--- src/rtl/div_iter_pkg.sv ---
// Shared execute-stage definitions: data type, divider FSM states and default iteration count.
package cpuDefine;

  localparam int DIV_ITERS = 32;

  typedef logic [DIV_ITERS-1:0] DType;

  typedef enum logic [1:0] {
    DIV_IDLE,
    DIV_CALC,
    DIV_FIX
  } DivState;

endpackage

--- src/rtl/div_clz.sv ---
// Combinational leading-zero counter; returns WIDTH for an all-zero input.
module div_clz #(
  parameter int WIDTH = 32
) (
  input  logic [WIDTH-1:0]        data,
  output logic [$clog2(WIDTH):0]  count
);

  // seen_one[i] is set when any bit at or above position i is one
  logic [WIDTH-1:0] seen_one;

  assign seen_one[WIDTH-1] = data[WIDTH-1];

  genvar gi;
  generate
    for (gi = 0; gi < WIDTH - 1; gi++) begin : g_or_chain
      assign seen_one[gi] = data[gi] | seen_one[gi+1];
    end
  endgenerate

  always_comb begin
    count = '0;
    for (int i = 0; i < WIDTH; i++) begin
      count = count + {{$clog2(WIDTH){1'b0}}, ~seen_one[i]};
    end
  end

endmodule

--- src/rtl/div_iter.sv ---
// Multi-cycle radix-2 restoring divider (signed/unsigned) with flush support.
// Optional DIV_EARLY_OUT_EN: pre-normalise the dividend to shorten the iteration count.
module div_iter
  import cpuDefine::*;
#(
  parameter int WIDTH = DIV_ITERS
) (
  input  logic             clk,
  input  logic             reset,
  input  logic             en,
  input  logic             is_signed,
  input  logic [WIDTH-1:0] dividend,
  input  logic [WIDTH-1:0] divisor,
  input  logic             flush,
  output logic [WIDTH-1:0] quotient,
  output logic [WIDTH-1:0] remainder,
  output logic             complete,
  output logic             busy
);

  localparam int CW = $clog2(WIDTH) + 1;

  DivState          state_reg, state_next;
  logic [WIDTH-1:0] rem_reg, quo_reg, dsr_reg;
  logic [WIDTH-1:0] quotient_reg, remainder_reg;
  logic [CW-1:0]    cnt_reg;
  logic             q_neg_reg, r_neg_reg, div0_reg, complete_reg;
  logic             load, step_en, finish;

  logic             a_neg, b_neg, div0;
  logic [WIDTH-1:0] a_abs, b_abs, quo_init, rem_init;
  logic [CW-1:0]    cnt_init;

  assign a_neg = is_signed & dividend[WIDTH-1];
  assign b_neg = is_signed & divisor[WIDTH-1];
  assign a_abs = a_neg ? -dividend : dividend;
  assign b_abs = b_neg ? -divisor : divisor;
  assign div0  = (divisor == '0);

`ifdef DIV_EARLY_OUT_EN
  logic [CW-1:0] clz;
  logic          skip, skip_reg;

  div_clz #(.WIDTH(WIDTH)) u_clz (
    .data  (a_abs),
    .count (clz)
  );

  assign skip = div0 | (a_abs == '0);

  // Trivial operands park their final magnitudes and spend one idle CALC cycle
  always_comb begin
    quo_init = a_abs << clz;
    rem_init = '0;
    cnt_init = CW'(WIDTH) - clz;
    if (skip) begin
      quo_init = div0 ? '1 : '0;
      rem_init = div0 ? a_abs : '0;
      cnt_init = CW'(1);
    end
  end
`else
  assign quo_init = a_abs;
  assign rem_init = '0;
  assign cnt_init = CW'(WIDTH);
`endif

  // One restoring step: shift {rem,quo} left, trial-subtract, keep on no borrow
  logic [WIDTH:0]   rem_shift, trial;
  logic             fits;
  logic [WIDTH-1:0] rem_step, quo_step, quo_mag, rem_mag, q_fix, r_fix;

  assign rem_shift = {rem_reg, quo_reg[WIDTH-1]};
  assign trial     = rem_shift - {1'b0, dsr_reg};
  assign fits      = ~trial[WIDTH];
  assign rem_step  = fits ? trial[WIDTH-1:0] : rem_shift[WIDTH-1:0];
  assign quo_step  = {quo_reg[WIDTH-2:0], fits};

`ifdef DIV_EARLY_OUT_EN
  assign quo_mag = skip_reg ? quo_reg : quo_step;
  assign rem_mag = skip_reg ? rem_reg : rem_step;
`else
  assign quo_mag = quo_step;
  assign rem_mag = rem_step;
`endif

  // Divide-by-zero keeps an all-ones quotient regardless of operand signs
  assign q_fix = div0_reg ? '1 : (q_neg_reg ? -quo_mag : quo_mag);
  assign r_fix = r_neg_reg ? -rem_mag : rem_mag;

  always_comb begin
    state_next = state_reg;
    load       = 1'b0;
    step_en    = 1'b0;
    finish     = 1'b0;
    case (state_reg)
      DIV_IDLE: begin
        if (en) begin
          load       = 1'b1;
          state_next = DIV_CALC;
        end
      end
      DIV_CALC: begin
        step_en = 1'b1;
        if (cnt_reg == CW'(1)) begin
          finish     = 1'b1;
          state_next = DIV_FIX;
        end
      end
      DIV_FIX:  state_next = DIV_IDLE;
      default:  state_next = DIV_IDLE;
    endcase
    if (flush) begin
      state_next = DIV_IDLE;
      load       = 1'b0;
      step_en    = 1'b0;
      finish     = 1'b0;
    end
  end

  always_ff @(posedge clk) begin
    if (reset) begin
      state_reg     <= DIV_IDLE;
      rem_reg       <= '0;
      quo_reg       <= '0;
      dsr_reg       <= '0;
      cnt_reg       <= '0;
      q_neg_reg     <= 1'b0;
      r_neg_reg     <= 1'b0;
      div0_reg      <= 1'b0;
      complete_reg  <= 1'b0;
      quotient_reg  <= '0;
      remainder_reg <= '0;
`ifdef DIV_EARLY_OUT_EN
      skip_reg      <= 1'b0;
`endif
    end else begin
      state_reg    <= state_next;
      complete_reg <= finish;
      if (load) begin
        rem_reg   <= rem_init;
        quo_reg   <= quo_init;
        dsr_reg   <= b_abs;
        cnt_reg   <= cnt_init;
        q_neg_reg <= a_neg ^ b_neg;
        r_neg_reg <= a_neg;
        div0_reg  <= div0;
`ifdef DIV_EARLY_OUT_EN
        skip_reg  <= skip;
`endif
      end else if (step_en) begin
        rem_reg <= rem_step;
        quo_reg <= quo_step;
        cnt_reg <= cnt_reg - CW'(1);
      end
      if (finish) begin
        quotient_reg  <= q_fix;
        remainder_reg <= r_fix;
      end
    end
  end

  assign quotient  = quotient_reg;
  assign remainder = remainder_reg;
  assign complete  = complete_reg;
  assign busy      = (state_reg != DIV_IDLE);

endmodule
--- config.mk ---
export PLATFORM = sky130hd
export DESIGN_NAME = div_iter
export DESIGN_NICKNAME = d
export VERILOG_FILES = /design/src/rtl/div_iter_pkg.sv /design/src/rtl/div_clz.sv /design/src/rtl/div_iter.sv
export SDC_FILE = /design/constraint.sdc
export NUM_CORES = 1
export LEC_CHECK = 0
export BUFFER_PORTS_ARGS = -buffer_cell sky130_fd_sc_hd__buf_4
export CAP_MARGIN = 20
export CORE_MARGIN = 5
export CORE_UTILIZATION = 64
export DETAILED_ROUTE_END_ITERATION = 6
export GPL_TIMING_DRIVEN = 0
export PLACE_DENSITY_LB_ADDON = 0.05
export SYNTH_ARGS = -nofsm -noshare
export SYNTH_HDL_FRONTEND = slang
export SYNTH_SLANG_ARGS = --single-unit
--- constraint.sdc ---
create_clock -name clk -period 9.4 [get_ports clk]
set_clock_uncertainty 0.05 [all_clocks]
set_input_delay 2.35 -clock clk [delete_from_list [all_inputs] [get_ports clk]]
set_output_delay 2.35 -clock clk [all_outputs]
set_load 0.05 [all_outputs]
[After elaboration in Yosys (flattened, before gate mapping)]
Cells that the tools add are included.
Widths: inputs -> output; s select.
Word-level totals
  flip-flop bits (word level): 172
  output and inout port bits: 66
  logic and storage cells: 54
Operators by class
  add/sub/neg operators: 6
  equality and inequality tests: 4
  mux-type cells: 21
  bitwise gates (word level): 4
  reductions and logical operators: 7
Operators by type and width (number)
  $mux 32: 8
  $neg 32->32: 4
  $sub 33x32->33: 1
  $logic_not 32->1: 1
  $mux 6: 2
  $mux 1: 8
  $eq 6x1->1 const B: 1
  $sub 6x1->6 const B: 1
  $mux 2: 2
  $ne 2x2->1 const B: 2
  $pmux 2 s2: 1
  $reduce_bool 2->1: 2
  $reduce_or 2->1: 2
  $and 1x1->1: 2
  $eq 2x1->1 const B: 1
  $logic_not 2->1: 1
  $reduce_and 2->1: 1
  $not 1->1: 1
  $xor 1x1->1: 1

[Longest topological paths before layout]
  depth after elaboration: 5
  mapped depth: 24

[Least setup slack after synthesis]
OpenSTA, ideal clock, no wires.
  path kind: input to register
  from: in divisor[6]
  to: reg dsr_reg[29]
  arrival: 4.795 ns
  slack: 4.469 ns
  stages on the path: 8
  buffers on the path: 0
  cells stage by stage: or4_1 -> or3_1 -> or4_1 -> or2_1 -> nand2b_1 -> o41ai_1 -> xor2_1 -> a211oi_1
On the way
  cells in the longest elaborated chain, start to end: 2
RTL lines
  start, declared: RTL line div_iter.sv:13  | input logic [WIDTH-1:0] divisor,
  $neg 32->32: RTL line div_iter.sv:37  | assign b_abs = b_neg ? -divisor : divisor;
  $mux 32: RTL line div_iter.sv:37
  end signal, assigned: RTL line div_iter.sv:143  | dsr_reg <= b_abs;
  end, declared: RTL line div_iter.sv:24  | logic [WIDTH-1:0] rem_reg, quo_reg, dsr_reg;
Every way passes these cells.
A chain may end at the register's enable or synchronous reset.

[Worst setup path after layout]
  from: reg quo_reg[31]
  to: reg remainder_reg[24], in the netlist remainder[24]
On the way
  cells in the longest elaborated chain, start to end: 4
RTL lines
  start, declared: RTL line div_iter.sv:24
  start signal, assigned: RTL line div_iter.sv:142  | quo_reg <= quo_init;
  start signal, assigned: RTL line div_iter.sv:153  | quo_reg <= quo_step;
  $sub 33x32->33: RTL line div_iter.sv:74  | assign trial = rem_shift - {1'b0, dsr_reg};
  $mux 32 *: RTL line div_iter.sv:76  | assign rem_step = fits ? trial[WIDTH-1:0] : rem_shift[WIDTH-1:0];
  $neg 32->32: RTL line div_iter.sv:89  | assign r_fix = r_neg_reg ? -rem_mag : rem_mag;
  $mux 32 *: RTL line div_iter.sv:89
  end signal, assigned: RTL line div_iter.sv:158  | remainder_reg <= r_fix;
  end, declared: RTL line div_iter.sv:25  | logic [WIDTH-1:0] quotient_reg, remainder_reg;
Every way passes the cells marked *; elsewhere a longest branch is shown, timed or not.

==> impl_metrics.json <==
{
  "outcome": "finished, final reports clean",
  "fill_cells": 1442,
  "grt_first_pass_wirelength_mm": 61.1,
  "synthArstFlopShare_pct": 0,
  "rows": 49,
  "cts_sinks": 172,
  "clock_latency_ns": 0.44,
  "period_share_pct": 62.2,
  "final-seq-area_sq_mm": 0.00344,
  "crit_type": "reg -> reg",
  "synth_cells": 1534,
  "ys_seq_elements": 172,
  "power.density_mw_per_mm2": 161,
  "clkTransAtPathRegs_ns": 0.07,
  "globalRoute.totalOverflow": 0,
  "post-route-util_pct": 75.6,
  "cts_setup_buffers": 0,
  "place_hpwl_mm": 30.9,
  "cts.repair.resized": 0,
  "slew_viol_final": 0,
  "start_util_pct": 65.2,
  "min_period_ns": 5.84,
  "cts_buffers": 17,
  "p_leak_nw": 5.24,
  "htree_num_levels": 4,
  "first_global_vias": 11500,
  "diodes": 0,
  "die_w_microns": 146,
  "ant_nets": 0,
  "rsz0062_at_grt": "no",
  "holdBufCountCts": 0,
  "synth_ff_type": "dfxtp_1",
  "multi_input_comb_area_sq_mm": 0.00765,
  "avgSynthCellArea_sq_um": 7.66,
  "setup_viol": 0,
  "worst_pin_slew_ns": 0.890,
  "hold_viol_final": 0,
  "first_pass_iters": 6,
  "tns_ns": 0,
  "worst-endpoint-required_ns": 9.64,
  "io_buffers": 134,
  "drive_gt1_share_pct": 13.5,
  "path_max_fanout": 10,
  "wl_mm": 39.5,
  "synth_nets": 1642,
  "num_io_pins": 135,
  "drc": 0,
  "routedWlPerCell_microns": 20.5,
  "max-slew-margin-rel_pct": 40.6,
  "gp_congestion": 0.986,
  "syn_area_sq_mm": 0.0118,
  "max_cap_violations": 0,
  "drt-initial-drc-count": 1316,
  "cts_buffer_depth": 2,
  "ir_drop_mv": 0.149,
  "start_kind": "flip-flop",
  "yosysWarnings": 0,
  "die_h_microns": 146,
  "worstPathArrival_ns": 6.09,
  "grt_max_degree": 19,
  "clock.fmax_ghz": 0.171,
  "antenna_found_initial": 0,
  "area_growth_syn_to_layout_pct": 15.9,
  "gr-usage-all-layers_pct": 35.3,
  "synth_edf_count": 0,
  "seq_area_frac_synth_pct": 29.3,
  "final_nets": 1795,
  "via_per_inst": 6.50,
  "die_area_sq_mm": 0.0212,
  "cp-end-kind": "flip-flop",
  "route.vias.total": 12500,
  "core-area_sq_mm": 0.0180,
  "synth_cell_type_count": 87,
  "cts_tree": "yes",
  "holdCritPathClass": "reg -> reg",
  "clockRootBuffer": "clkbuf_16"
}
-- report_power, final --
group	leakage [nW]	switching, W	internal, W
registers	1.40	0.0000275	0.000752
logic	3.57	0.000462	0.000261
clock network	0.275	0.000334	0.000352
total	5.24	0.000824	0.00137
-- critical path, stage by stage, from the launching register on --
cell,delay (ns)
dfxtp_1,0.36
inv_1,0.07
ha_1,0.17
inv_1,0.06
fa_1,0.44
a211oi_2,0.37
o211ai_1,0.14
nand2_1,0.18
and2_1,0.19
o2111a_2,0.41
nor2_8,0.06
inv_2,0.22
buf_2,0.36
buf_1,0.53
o21ai_0,0.27
inv_1,0.11
ha_1,0.31
nand2_1,0.08
a21oi_1,0.24
a41oi_4,0.12
nor4_1,0.48
nand4b_1,0.20
mux2i_1,0.19
a21oi_1,0.08
-- routing by layer --
layer	up-vias	wire length, microns	track usage (%)
met5	-	0	0
met4	0	1570	15.6
met3	135	3980	6.76
met2	725	17700	55.0
met1	5823	16300	47.8
li1	5850	-	-
-- through the flow --
stage	instance area (sq um)	setup slack, ns	instances	hold slack (ns)	power, W
after global placement	13000	3.91	1897	0.385	0.00148
final	13600	3.56	1928	0.396	0.00219
after global routing	13600	3.28	1928	0.431	0.00227
after floorplan	11800	4.47	1534	0.382	0.00129
after detailed placement	13000	3.75	1897	0.389	0.00149
after CTS	13600	3.77	1928	0.399	0.00216
-- final cells by class --
type	instances	area share, %
multi-input cells	1206	56.1
flip-flops and latches	172	25.3
repair buffers	134	7.38
plain buffers	96	3.20
clock buffers	17	3.12
well taps	229	2.10
inverters	60	1.65
clock inverters	14	1.14
-- synthesized netlist by cell type, types with 6 or more instances --
| cell type | instances | share of area (%) |
|---|---|---|
| a21o_1 | 7 | 0.45 |
| nand3_1 | 19 | 0.81 |
| o21ai_1 | 7 | 0.30 |
| a211oi_1 | 69 | 4.4 |
| or4_1 | 9 | 0.57 |
| nand3b_1 | 9 | 0.57 |
| nand2b_1 | 11 | 0.59 |
| nand2_1 | 149 | 4.8 |
| xor2_1 | 60 | 4.5 |
| or2_2 | 7 | 0.37 |
| dfxtp_1 | 172 | 29 |
| buf_2 | 17 | 0.72 |
| a311oi_1 | 7 | 0.52 |
| inv_1 | 58 | 1.9 |
| o21a_1 | 9 | 0.57 |
| and3_1 | 10 | 0.53 |
| a22oi_1 | 30 | 1.9 |
| o211ai_1 | 9 | 0.57 |
| nor2b_1 | 6 | 0.32 |
| o22ai_1 | 20 | 1.1 |
| and4_1 | 6 | 0.45 |
| nor2_1 | 190 | 6.1 |
| o31ai_1 | 22 | 1.4 |
| o41ai_1 | 13 | 0.97 |
| clkbuf_1 | 66 | 2.1 |
| a21oi_1 | 144 | 6.1 |
| mux2i_1 | 27 | 2.3 |
| nor4_1 | 13 | 0.69 |
| o21ai_0 | 64 | 2.7 |
| nor3_1 | 36 | 1.5 |
| nand4_1 | 18 | 0.96 |
| xnor2_1 | 70 | 5.2 |
| a31oi_1 | 13 | 0.69 |
| buf_1 | 6 | 0.19 |
| and2_1 | 9 | 0.48 |
| ha_1 | 38 | 4.0 |
| or3_1 | 23 | 1.2 |
-- cells by family (layout without fill, tap and decap cells) --
group	after synthesis	after routing	synth area share, %
AO/OA/AOI/OAI	469	469	26.6
XOR/XNOR	130	130	9.68
adder cells (fa/ha/maj)	39	39	4.21
buffers and inverters	156	321	5.63
flip-flops	172	172	29.3
multiplexers	33	33	2.89
AND/OR/NAND/NOR	535	535	21.7
-- worst paths after layout --
path | slack [ns] | endpoint | start | cells after the start
setup / recovery | 3.56 | remainder[24]$_SDFFE_PP0P_ | quo_reg[31]$_SDFFE_PP0P_ | 23
hold / removal | 0.40 | remainder[28]$_SDFFE_PP0P_ | remainder[28]$_SDFFE_PP0P_ | 2
setup reg to reg | 3.56 | remainder[24]$_SDFFE_PP0P_ | quo_reg[31]$_SDFFE_PP0P_ | 23
hold reg to reg | 0.40 | remainder[28]$_SDFFE_PP0P_ | remainder[28]$_SDFFE_PP0P_ | 2
-- layout by cell type (no fill, tap or decap), types with 13 or more instances in the layout --
cell,Yosys,final
o41ai_1,13,13
xor2_1,60,60
or3_1,23,23
nor3_1,36,36
nand4_1,18,18
nand2_1,149,149
clkbuf_1,66,66
nor2_1,190,190
a31oi_1,13,13
inv_1,58,58
clkbuf_16,0,17
buf_2,17,17
o22ai_1,20,20
buf_4,4,138
xnor2_1,70,70
a22oi_1,30,30
a211oi_1,69,69
a21oi_1,144,144
nor4_1,13,13
dfxtp_1,172,172
ha_1,38,38
o21ai_0,64,64
mux2i_1,27,27
o31ai_1,22,22
nand3_1,19,19
(Power assumes the default switching activity.)
